$ cat src/rtl/sevseg_scan_ctrl.sv
// rtl/sevseg_scan_ctrl.sv - 4-digit seven-segment scan controller
// Cycles digit select, feeds the frame-snapshot BCD digit and gates the decoder enable.
module sevseg_scan_ctrl #(
  parameter int REFRESH_DIV = 100000,
  parameter int DEAD_CYCLES = 4,
  parameter int BLINK_DIV   = 25000000
) (
  input  logic        clk_i,
  input  logic        rst_ni,
  input  logic [15:0] digits_i,
  input  logic        display_on_i,
  input  logic        lz_blank_i,
  input  logic        adjust_mode_i,
  input  logic [1:0]  adjust_field_i,
  output logic [1:0]  digit_sel_o,
  output logic [3:0]  digit_bcd_o,
  output logic        disp_enable_o,
  output logic        frame_tick_o
);

  localparam int CW = $clog2(REFRESH_DIV);
  localparam int BW = (BLINK_DIV > 1) ? $clog2(BLINK_DIV) : 1;

  logic [CW-1:0] cnt_q, cnt_d;
  logic [1:0]    sel_q, sel_d;
  logic [3:0]    bcd_q, bcd_d;
  logic          en_q, en_d;
  logic          tick_q, tick_d;
  logic [15:0]   snap_q, snap_d;
  logic [BW-1:0] blink_cnt_q, blink_cnt_d;
  logic          blink_on_q, blink_on_d;
  logic          adj_q;

  logic slot_wrap, frame_wrap, blink_wrap, adj_rise;
  logic in_field, lz_hit, blink_hit;

  // Everything downstream is computed from post-edge values so the enable lines up with sel/bcd.
  always_comb begin
    slot_wrap  = (cnt_q == CW'(REFRESH_DIV - 1));
    cnt_d      = slot_wrap ? '0 : cnt_q + CW'(1);
    sel_d      = slot_wrap ? sel_q + 2'd1 : sel_q;
    frame_wrap = slot_wrap && (sel_q == 2'd3);
    snap_d     = frame_wrap ? digits_i : snap_q;
    tick_d     = frame_wrap;

    adj_rise   = adjust_mode_i & ~adj_q;
    blink_wrap = (blink_cnt_q == BW'(BLINK_DIV - 1));
    if (adj_rise) begin
      blink_cnt_d = '0;
      blink_on_d  = 1'b1;
    end else if (blink_wrap) begin
      blink_cnt_d = '0;
      blink_on_d  = ~blink_on_q;
    end else begin
      blink_cnt_d = blink_cnt_q + BW'(1);
      blink_on_d  = blink_on_q;
    end

    case (sel_d)
      2'd0:    bcd_d = snap_d[3:0];
      2'd1:    bcd_d = snap_d[7:4];
      2'd2:    bcd_d = snap_d[11:8];
      default: bcd_d = snap_d[15:12];
    endcase

    case (adjust_field_i)
      2'd0:    in_field = ~sel_d[1];
      2'd1:    in_field = sel_d[1];
      2'd2:    in_field = 1'b1;
      default: in_field = 1'b0;
    endcase

    lz_hit    = lz_blank_i && (sel_d == 2'd3) && (snap_d[15:12] == 4'd0);
    blink_hit = adjust_mode_i && !blink_on_d && in_field;
    en_d      = display_on_i && (cnt_d >= CW'(DEAD_CYCLES)) && !lz_hit && !blink_hit;
  end

  always_ff @(posedge clk_i or negedge rst_ni) begin
    if (!rst_ni) begin
      cnt_q       <= '0;
      sel_q       <= 2'd0;
      bcd_q       <= 4'd0;
      en_q        <= 1'b0;
      tick_q      <= 1'b0;
      snap_q      <= 16'd0;
      blink_cnt_q <= '0;
      blink_on_q  <= 1'b1;
      adj_q       <= 1'b0;
    end else begin
      cnt_q       <= cnt_d;
      sel_q       <= sel_d;
      bcd_q       <= bcd_d;
      en_q        <= en_d;
      tick_q      <= tick_d;
      snap_q      <= snap_d;
      blink_cnt_q <= blink_cnt_d;
      blink_on_q  <= blink_on_d;
      adj_q       <= adjust_mode_i;
    end
  end

  assign digit_sel_o   = sel_q;
  assign digit_bcd_o   = bcd_q;
  assign disp_enable_o = en_q;
  assign frame_tick_o  = tick_q;

endmodule

$ cat config.mk
export PLATFORM = sky130hd
export DESIGN_NAME = sevseg_scan_ctrl
export DESIGN_NICKNAME = d
export VERILOG_FILES = /design/src/rtl/sevseg_scan_ctrl.sv
export SDC_FILE = /design/constraint.sdc
export NUM_CORES = 1
export LEC_CHECK = 0
export ABC_AREA = 1
export ABC_CLOCK_PERIOD_IN_PS = 3000
export CAP_MARGIN = 5
export CORE_MARGIN = 10
export CORE_UTILIZATION = 63
export DETAILED_ROUTE_END_ITERATION = 10
export PLACE_DENSITY_LB_ADDON = 0.3
export REMOVE_ABC_BUFFERS = 1
export SLEW_MARGIN = 20
export SYNTH_ARGS = -nofsm -noshare
export SYNTH_HDL_FRONTEND = slang
export SYNTH_SLANG_ARGS = --single-unit
$ cat constraint.sdc
create_clock -name clk_i -period 3 [get_ports clk_i]
set_input_delay 0.6 -clock clk_i [delete_from_list [all_inputs] [get_ports clk_i]]
set_output_delay 0.6 -clock clk_i [all_outputs]
set_load 0.1 [all_outputs]
==> results.json, run 1 <==
{
  "run_status": "completed",
  "cells_after_synthesis": 505,
  "synth.largest_area_cell": "dfrtp_1",
  "drc": 0,
  "reg2reg_to": "disp_enable_o$_DFF_PN0_",
  "criticalPathCategory": "flip-flop to flip-flop",
  "fp.coreArea_sq_um": 5886,
  "netSwitchingFraction_pct": 22.33,
  "cts_hold_buf": 0,
  "dr.pass1.iters": 5,
  "ios": 31,
  "power_density_nw_per_um2": 477.0,
  "slew_headroom_pct": 44.71,
  "cts_inserted_buffers": 9,
  "cts_tree": "built",
  "via_per_inst": 5.316,
  "min_period_ns": 1.967,
  "final_common_cell": "nand2_1",
  "rsz0062_at_grt": "no",
  "number_of_violations_reported_at_the_end_of_detailed_routing_iteration_0": 189,
  "dieArea_sq_um": 9498,
  "grt_util_all_layers_pct": 18.60,
  "most-common-layout-cells": "140 x nand2_1, 77 x inv_1, 72 x nor2_1",
  "number_of_antenna_violations_at_the_first_check_in_global_routing": 0,
  "finalInstanceArea_sq_um": 4398,
  "htreeDepth": 3,
  "post-route-period-util_pct": 65.56,
  "seqPwrFrac_pct": 45.7,
  "clock_tree.buffer_depth": 2,
  "worstSetupStartpointType": "flip-flop",
  "timing.critical_path.fanout_max": 15,
  "die_wd_microns": 97.46,
  "power_frac_comb_pct": 5.6,
  "fin_util_pct": 74.72,
  "diodes": 0,
  "max-vdd-ir-drop_mv": 0.3391,
  "internal_power_uw": 1629,
  "first_pass_grt_wire_length_microns": 14880,
  "dpl.cell_count": 608,
  "postSynthAreaPerCell_sq_um": 7.485,
  "ys_seq_elements": 68,
  "die-height_microns": 97.46,
  "static-leakage-power_uw": 0.002146,
  "seq_area_frac_synth_pct": 45.05,
  "grt_start_max_net_pins": 69,
  "yosys.cell_types.count": 35,
  "worstPathRequired_ns": 3.29,
  "report.final.hold_viol_count": 0,
  "switching_power_uw": 468.6,
  "cts_num_sinks": 68,
  "post_synth_main_area_contributors": "dfrtp_1 44%, nand2_1 14%, inv_1 7.6%",
  "cts.reportedPaths.clkPinSlew_ns": 0.08,
  "fill_cells": 446,
  "synth.yosys.warnings": 0,
  "ant_nets": 0,
  "syn2layout_area_growth_pct": 16.35,
  "initial_utilization_pct": 64.22,
  "worst_pin_slew_ns": 0.8294,
  "timing.max_cap.violations": 0,
  "via_count": 3317,
  "final_nets": 570,
  "p_clk_share_pct": 48.6,
  "synth.cell_area_sq_um": 3780,
  "r2r.worst_path.cells": 13,
  "worstSkewPairLatency_ns": 0.35,
  "globalRouteOverflowTotal": 0,
  "worst_clock_skew_ns": 0.01025,
  "place_area_sq_um": 4128,
  "post_cts_resized": 0,
  "finalSetupViolCount": 0,
  "layoutNonFillerInstCount": 624,
  "fmaxAchievable_mhz": 508.4,
  "final_wirelength_microns": 8581,
  "rr_startpoint": "cnt_q[0]$_DFF_PN0_",
  "root_driver": "clkbuf_8",
  "dp_hpwl_microns": 6324,
  "gp_routability_congestion": 0.9784,
  "hp-class": "input pin to asynchronous set/reset pin",
  "yosys_top_cell_area_share_pct": 44.36,
  "placement.io_buffers": 30,
  "routedWlPerCell_microns": 13.75,
  "core.rowCount": 28,
  "share_of_post_route_cells_with_drive_strength_above_1_pct": 13.11,
  "setup_tns_ns": 0,
  "worst_ep_arrival_time_ns": 2.25,
  "final-max-slew-violation-count": 0,
  "post_cts_buffers": 0,
  "endpoint_kind": "flip-flop",
  "fin_worst_hold_slack_ns": 0.4274,
  "first_global_vias": 3277,
  "reg2reg_slack_ns": 1.03
}
## synthesized netlist by cell type
master      n
a21oi_1     5
a21oi_2     1
and3_1      1
buf_2       2
buf_6       1
buf_8       1
clkinv_4    1
dfrtp_1    67
dfstp_2     1
ha_1        3
inv_1      77
inv_2       5
nand2_1   140
nand2_2    15
nand2_4     2
nand3_1    34
nand3_2     1
nand3_4     1
nand4_1    20
nor2_1     72
nor2_2      6
nor2_4      6
nor3_1     13
nor3_2      3
nor3b_1     7
nor3b_2     1
o211ai_1    1
o21a_1      1
o21ai_0     3
o21ai_2     1
o21bai_1    1
or2_1       1
or2_2       1
xnor2_1     1
xor2_1      9
## worst max-delay path by stage
stage | startpoint | to | slack [ns] | cells past startpoint
floorplan | digit_sel_o[1]$_DFF_PN0_ | disp_enable_o$_DFF_PN0_ | 0.97 | 9
global placement | adjust_mode_i | blink_cnt_q[11]$_DFF_PN0_ | 0.96 | 8
detailed placement | adjust_mode_i | blink_cnt_q[11]$_DFF_PN0_ | 0.89 | 8
CTS | cnt_q[0]$_DFF_PN0_ | disp_enable_o$_DFF_PN0_ | 1.04 | 13
global route | cnt_q[0]$_DFF_PN0_ | disp_enable_o$_DFF_PN0_ | 0.83 | 13
finish | cnt_q[0]$_DFF_PN0_ | disp_enable_o$_DFF_PN0_ | 1.03 | 13
## final cells by class
cell class                 count  area, sq um  area share, %
clock buffer                   9        123.9          2.817
clock inverter                 7        146.4          3.329
inverter                      83        316.6          7.198
multi-input combinational    350         1724          39.20
sequential                    68         1703          38.72
tap                           75        93.84          2.134
timing repair buffer          32        290.3          6.600
## worst max-delay path, stage by stage, from the launching register on
cell	delay (ns)
dfrtp_1	0.38
ha_1	0.18
nand2_1	0.08
inv_1	0.10
nand2_1	0.14
nor2_2	0.21
nand3_4	0.23
clkinv_4	0.17
nand2_2	0.07
nand2_2	0.07
nor2_1	0.05
nand2_1	0.07
nand3_1	0.07
nor2_1	0.08
## power groups by stage
stage	Clock, uW	Sequential, uW	Combinational (uW)
after global placement	0	976	117
after global routing	1070	963	137
after detailed placement	0	977	119
after CTS	1030	959	120
final	1020	960	118
after floorplan	0	978	51.1
## metrics by stage
stage               power, uW  setup WS (ns)
CTS                      2105          1.039
global placement         1093         0.9630
floorplan                1029         0.9684
global route             2165         0.8317
finish                   2098          1.033
detailed placement       1096         0.8853
## state kept, by name (all words and copies together) (netlist names)
| register | cells |
|---|---|
| frame_tick_o | 1 |
| blink_on_q | 1 |
| digit_bcd_o | 4 |
| adj_q | 1 |
| disp_enable_o | 1 |
| digit_sel_o | 2 |
| cnt_q | 17 |
| snap_q | 16 |
| blink_cnt_q | 25 |
## routing by layer
layer  vias to the layer above  global-route usage [%]  share of wire, %
met3                        17                   4.694               7.3
met4                         0                   7.830               2.3
li1                       1652                       -                 -
met2                       104                   29.84                47
met5                         -                       0                 0
met1                      1544                   23.16                44
## cells by family after synthesis
| group | share of synthesized area [%] |
|---|---|
| adders and majority gates | 0.9932 |
| DFF | 45.05 |
| buffers and inverters | 9.335 |
| AOI/OAI and AO/OA | 2.119 |
| and+or+nand+nor | 40.19 |
| xor gates and xnor gates | 2.317 |
Power figures use the tool's default switching activity.
==> inputs of run 2 (changes only) <==
Settings changed: ABC_CLOCK_PERIOD_IN_PS 3000 to 1710, CORE_UTILIZATION 63 to 53.
Clock period 3 ns to 1.71 ns, I/O delays scaled along.
==> run 2 against run 1 <==
Compared with the run above: the flow now finishes with violations (negative hold slack, negative setup slack); clock skew rose by 0.0033 ns; maximum frequency rose by 13%; final area rose by 16%; critical path depth rose by 1; global-route usage fell by 1.9 points; total power rose by 72%; non-clock buffer count rose by 46; sequential share of layout area fell by 5.4 points; via count rose by 6.2%; first-iteration DRC count rose by 4.8%.
==> results.json, run 2 (synthesized netlist as in run 1, its figures left out) <==
{
  "share_of_post_route_cells_with_drive_strength_above_1_pct": 27.06,
  "rsz0062_at_grt": "yes",
  "power_density_nw_per_um2": 703.2,
  "netSwitchingFraction_pct": 22.62,
  "timing.critical_path.fanout_max": 5,
  "max-vdd-ir-drop_mv": 0.5601,
  "max_reg_flops": 25,
  "fin_worst_hold_slack_ns": -0.008372,
  "grt_start_max_net_pins": 69,
  "critical_path_origin": "cnt_q[1]$_DFF_PN0_",
  "report.final.hold_viol_count": 4,
  "dieArea_sq_um": 10910,
  "final_common_cell": "nand2_1",
  "criticalPathCategory": "flip-flop to flip-flop",
  "fill_cells": 450,
  "cts.reportedPaths.clkPinSlew_ns": 0.08,
  "run_status": "complete, but fails checks",
  "final_nets": 616,
  "switching_power_uw": 814.4,
  "endpoint_kind": "flip-flop",
  "grt_util_all_layers_pct": 16.66,
  "worst_ep_arrival_time_ns": 1.98,
  "final_wirelength_microns": 9504,
  "clock_tree.buffer_depth": 2,
  "slew_headroom_pct": 75.83,
  "drc": 0,
  "timing.max_cap.violations": 0,
  "most-common-layout-cells": "130 x nand2_1, 69 x inv_1, 65 x dfrtp_1",
  "finalSetupViolCount": 3,
  "worst_clock_skew_ns": 0.01359,
  "most_flops_register": "blink_cnt_q",
  "seqPwrFrac_pct": 47.0,
  "die-height_microns": 104.5,
  "sequential_cell_area_sq_um": 1705,
  "die_wd_microns": 104.5,
  "multi_input_area_sq_um": 1933,
  "fp.coreArea_sq_um": 6869,
  "cts_tree": "built",
  "htreeDepth": 3,
  "gp_routability_congestion": 0.9676,
  "p_clk_share_pct": 45.3,
  "first_pass_grt_wire_length_microns": 15280,
  "fmaxAchievable_mhz": 572.2,
  "cts_num_sinks": 68,
  "routedWlPerCell_microns": 13.75,
  "dr.pass1.iters": 5,
  "placement.io_buffers": 30,
  "rr_startpoint": "cnt_q[1]$_DFF_PN0_",
  "worstSetupStartpointType": "flip-flop",
  "final-max-slew-violation-count": 0,
  "reg2reg_slack_ns": -0.04,
  "worstSkewPairLatency_ns": 0.34,
  "core.rowCount": 30,
  "largest_registers": "blink_cnt_q: 25 flops, cnt_q: 17 flops, snap_q: 16 flops",
  "ant_nets": 0,
  "number_of_violations_reported_at_the_end_of_detailed_routing_iteration_0": 198,
  "r2r.worst_path.cells": 14,
  "place_area_sq_um": 4489,
  "ios": 31,
  "fin_util_pct": 74.54,
  "violations": "negative hold slack, negative setup slack",
  "layout_setup_ws_ns": -0.03753,
  "via_per_inst": 5.098,
  "dp_hpwl_microns": 6627,
  "setup.worst_path.end": "disp_enable_o$_DFF_PN0_",
  "worst_pin_slew_ns": 0.3625,
  "number_of_antenna_violations_at_the_first_check_in_global_routing": 0,
  "initial_utilization_pct": 55.03,
  "internal_power_uw": 2786,
  "hp-class": "input pin to asynchronous set/reset pin",
  "min_period_ns": 1.748,
  "root_driver": "clkbuf_8",
  "syn2layout_area_growth_pct": 35.45,
  "cts_inserted_buffers": 9,
  "static-leakage-power_uw": 0.002470,
  "power_frac_comb_pct": 7.7,
  "diodes": 0,
  "globalRouteOverflowTotal": 0,
  "worstPathRequired_ns": 1.94,
  "via_count": 3523,
  "first_global_vias": 3425,
  "layoutNonFillerInstCount": 691,
  "finalInstanceArea_sq_um": 5120,
  "setup_tns_ns": -0.07918,
  "dpl.cell_count": 657,
  "post-route-period-util_pct": 102.2,
  "reg2reg_to": "disp_enable_o$_DFF_PN0_"
}
==> run 2: worst min-delay path by stage <==
stage	startpoint	endpoint	slack [ns]
global placement	rst_ni	blink_cnt_q[22]$_DFF_PN0_	0.39
finish	rst_ni	blink_cnt_q[21]$_DFF_PN0_	-0.008
detailed placement	rst_ni	blink_cnt_q[20]$_DFF_PN0_	0.39
CTS	rst_ni	blink_cnt_q[20]$_DFF_PN0_	0.02
global route	rst_ni	blink_cnt_q[21]$_DFF_PN0_	0.01
floorplan	rst_ni	adj_q$_DFF_PN0_	0.05
==> run 2: timing repair <==
| item | in CTS | in global routing |
|---|---|---|
| setup endpoints to repair | 15 | 16 |
| hold buffers | 0 | 0 |
| pin swaps | 5 | 29 |
| setup buffers | 2 | 16 |
| gates resized for setup | 14 | 49 |
==> run 2: per-stage QoR <==
stage,power (uW),setup slack [ns]
after floorplan,1805,-0.3216
after global placement,1931,-0.02740
after detailed placement,1939,-0.07231
after CTS,3578,0.0005012
after global routing,3755,-0.1586
final,3600,-0.03753
==> run 2: power groups by stage <==
stage | clock network (uW) | logic (uW) | registers (uW)
after floorplan | 0 | 89.7 | 1720
after global placement | 0 | 221 | 1710
after detailed placement | 0 | 228 | 1710
after CTS | 1660 | 238 | 1680
after global routing | 1750 | 306 | 1700
final | 1630 | 276 | 1690
==> run 2: cell type report <==
| class | count | share of cell area (%) |
|---|---|---|
| inverter | 83 | 6.232 |
| clock inverter | 6 | 2.175 |
| multi-input combinational | 350 | 37.76 |
| sequential | 68 | 33.31 |
| clock buffer | 10 | 2.688 |
| tap | 96 | 2.346 |
| timing repair buffer | 78 | 15.49 |
==> run 2: routing by layer <==
metal  part of all wire, %  GRT usage, %  routed length [microns]
met1                    41         19.52                     3865
met3                   5.4         4.647                      509
met2                    52         28.69                     4968
met4                   1.7         5.070                      161
met5                     0             0                        0
==> run 2: critical path, stage by stage (launching register included) <==
cell     delay, ns
dfrtp_1       0.40
ha_4          0.17
nand2_4       0.06
inv_4         0.06
nand2_4       0.06
nor2_4        0.18
nand2_4       0.11
nand2_2       0.10
nand2_4       0.08
inv_2         0.07
nand2_2       0.06
nor2_1        0.10
nand2_1       0.07
nand3_1       0.08
nor2_1        0.04
==> inputs of run 3 (changes only) <==
Settings changed: HOLD_SLACK_MARGIN from default to 0.05.
==> run 3 against run 2 <==
Compared with the run above: the flow finishes with violations (negative setup slack); worst setup slack worse by 0.0022 ns; final area is 0.20% higher; die area stayed put.
==> results.json, run 3 (synthesized netlist as in run 1, its figures left out) <==
{
  "initial_utilization_pct": 55.03,
  "first_pass_grt_wire_length_microns": 15310,
  "cts_inserted_buffers": 9,
  "final_common_cell": "nand2_1",
  "worstSetupStartpointType": "flip-flop",
  "final_wirelength_microns": 9504,
  "setup_tns_ns": -0.08236,
  "finalSetupViolCount": 3,
  "cell_type_of_the_slowest_stage_on_the_worst_timing_path": "dfrtp_1",
  "fmaxAchievable_mhz": 571.5,
  "static-leakage-power_uw": 0.002474,
  "globalRouteOverflowTotal": 0,
  "clock_tree.buffer_depth": 2,
  "path_cells": "ha_4 > nand2_4 > inv_4 > nand2_4 > nor2_4 > nand2_4 > nand2_2 > nand2_4 > inv_2 > nand2_2 > nor2_1 > nand2_1 > nand3_1 > nor2_1",
  "timing.critical_path.slowest_cell_delay_ns": 0.40,
  "cts_tree": "built",
  "die_wd_microns": 104.5,
  "number_of_antenna_violations_at_the_first_check_in_global_routing": 0,
  "diodes": 0,
  "placement.io_buffers": 30,
  "cpMostUsedCell": "nand2_4",
  "first_global_vias": 3431,
  "cts.reportedPaths.clkPinSlew_ns": 0.08,
  "max-vdd-ir-drop_mv": 0.5601,
  "grt_start_max_net_pins": 69,
  "worst_pin_slew_ns": 0.3602,
  "root_driver": "clkbuf_8",
  "fp.coreArea_sq_um": 6869,
  "power_density_nw_per_um2": 702.4,
  "most_flops_register": "blink_cnt_q",
  "ant_nets": 0,
  "final-max-slew-violation-count": 0,
  "ios": 31,
  "hp-class": "flip-flop to flip-flop",
  "violations": "negative setup slack",
  "rsz0062_at_grt": "yes",
  "timing.critical_path.fanout_max": 5,
  "run_status": "complete, but fails checks",
  "dp_slack_ns": -0.07231,
  "report.final.hold_viol_count": 0,
  "dieArea_sq_um": 10910,
  "die-height_microns": 104.5,
  "syn2layout_area_growth_pct": 35.72,
  "share_of_post_route_cells_with_drive_strength_above_1_pct": 27.01,
  "dr.pass1.iters": 5,
  "core.rowCount": 30,
  "slew_headroom_pct": 75.99,
  "max_reg_flops": 25,
  "post-route-period-util_pct": 102.3,
  "criticalPathCategory": "flip-flop to flip-flop",
  "dp_hpwl_microns": 6627,
  "via_count": 3522,
  "endpoint_kind": "flip-flop",
  "sequential_cell_area_sq_um": 1705,
  "worstSkewPairLatency_ns": 0.34,
  "layout_setup_ws_ns": -0.03976,
  "worstPathRequired_ns": 1.94,
  "timing.max_cap.violations": 0,
  "gp_routability_congestion": 0.9676,
  "min_period_ns": 1.750,
  "fill_cells": 449,
  "multi_input_area_sq_um": 1933,
  "number_of_violations_reported_at_the_end_of_detailed_routing_iteration_0": 176,
  "most-common-layout-cells": "130 x nand2_1, 69 x inv_1, 65 x dfrtp_1",
  "drc": 0,
  "worst_ep_arrival_time_ns": 1.98,
  "worst_clock_skew_ns": 0.01349,
  "largest_registers": "blink_cnt_q: 25 flops, cnt_q: 17 flops, snap_q: 16 flops",
  "via_per_inst": 5.090,
  "cts_num_sinks": 68,
  "grt_util_all_layers_pct": 16.68,
  "routedWlPerCell_microns": 13.73,
  "final_nets": 617,
  "htreeDepth": 3
}
==> run 3: cell count changes in the layout (fill, tap and decap cells not counted), sizes merged <==
cell | before | now
dlygate4sd3 | 0 | 1
==> run 3: what timing repair did <==
action,4_1_cts,5_1_grt
setup endpoints to repair,15,16
hold endpoints to repair,67,0
resized for setup,14,49
pin swaps,5,29
hold buffers,1,0
buffers inserted,2,16
==> run 3: area by class of cell <==
type | count | share of cell area [%]
clock buffer | 10 | 2.683
clock inverter | 6 | 2.171
inverter | 83 | 6.220
multi-input combinational | 350 | 37.68
sequential | 68 | 33.24
tap | 96 | 2.341
timing repair buffer | 79 | 15.66
==> run 3: routing by layer <==
metal  GRT usage [%]  wire [microns]  vias up
met3           4.647             503       14
met5               0               0        -
li1                -               -     1744
met4           5.070             157        0
met1           19.52            3865     1656
met2           28.78            4978      108
==> run 3: worst max-delay path, delay by kind of cell, from the launching register on <==
| kind | cells | cell delay, ns |
|---|---|---|
| fa+ha+maj | 1 | 0.17 |
| flops | 1 | 0.40 |
| simple gates | 11 | 0.94 |
| buf+inv | 2 | 0.13 |
==> run 3: power by group <==
group          internal (uW)  switching, uW  leakage [uW]  total, uW
Clock                   1010            623      0.000122       1630
Sequential              1640           49.1      0.000825       1690
Combinational            135            143       0.00153        278
==> run 3: worst paths after layout <==
kind | from | end | cells after the start | slack, ns
hold reg to reg | snap_q[11]$_DFF_PN0_ | snap_q[11]$_DFF_PN0_ | 2 | 0.48
hold / removal | snap_q[11]$_DFF_PN0_ | snap_q[11]$_DFF_PN0_ | 2 | 0.48
setup reg to reg | cnt_q[1]$_DFF_PN0_ | disp_enable_o$_DFF_PN0_ | 14 | -0.04
setup / recovery | cnt_q[1]$_DFF_PN0_ | disp_enable_o$_DFF_PN0_ | 14 | -0.04
max in group asynchronous | rst_ni | blink_on_q$_DFF_PN1_ | 3 | 0.84
min in group asynchronous | rst_ni | blink_cnt_q[20]$_DFF_PN0_ | 3 | 0.54
==> run 3: through the flow <==
step           hold slack [ns]  total power [uW]  utilization (%)  cells  cell area (sq um)
5_1_grt                 0.4845              3757            74.68    692               5130
3_5_place_dp            0.3943              1939            65.36    657               4489
6_report                0.4815              3603            74.68    692               5130
3_3_place_gp            0.3885              1931            65.36    657               4489
2_1_floorplan          0.04641              1805                -    501               3744
4_1_cts                 0.4848              3580            70.04    676               4811
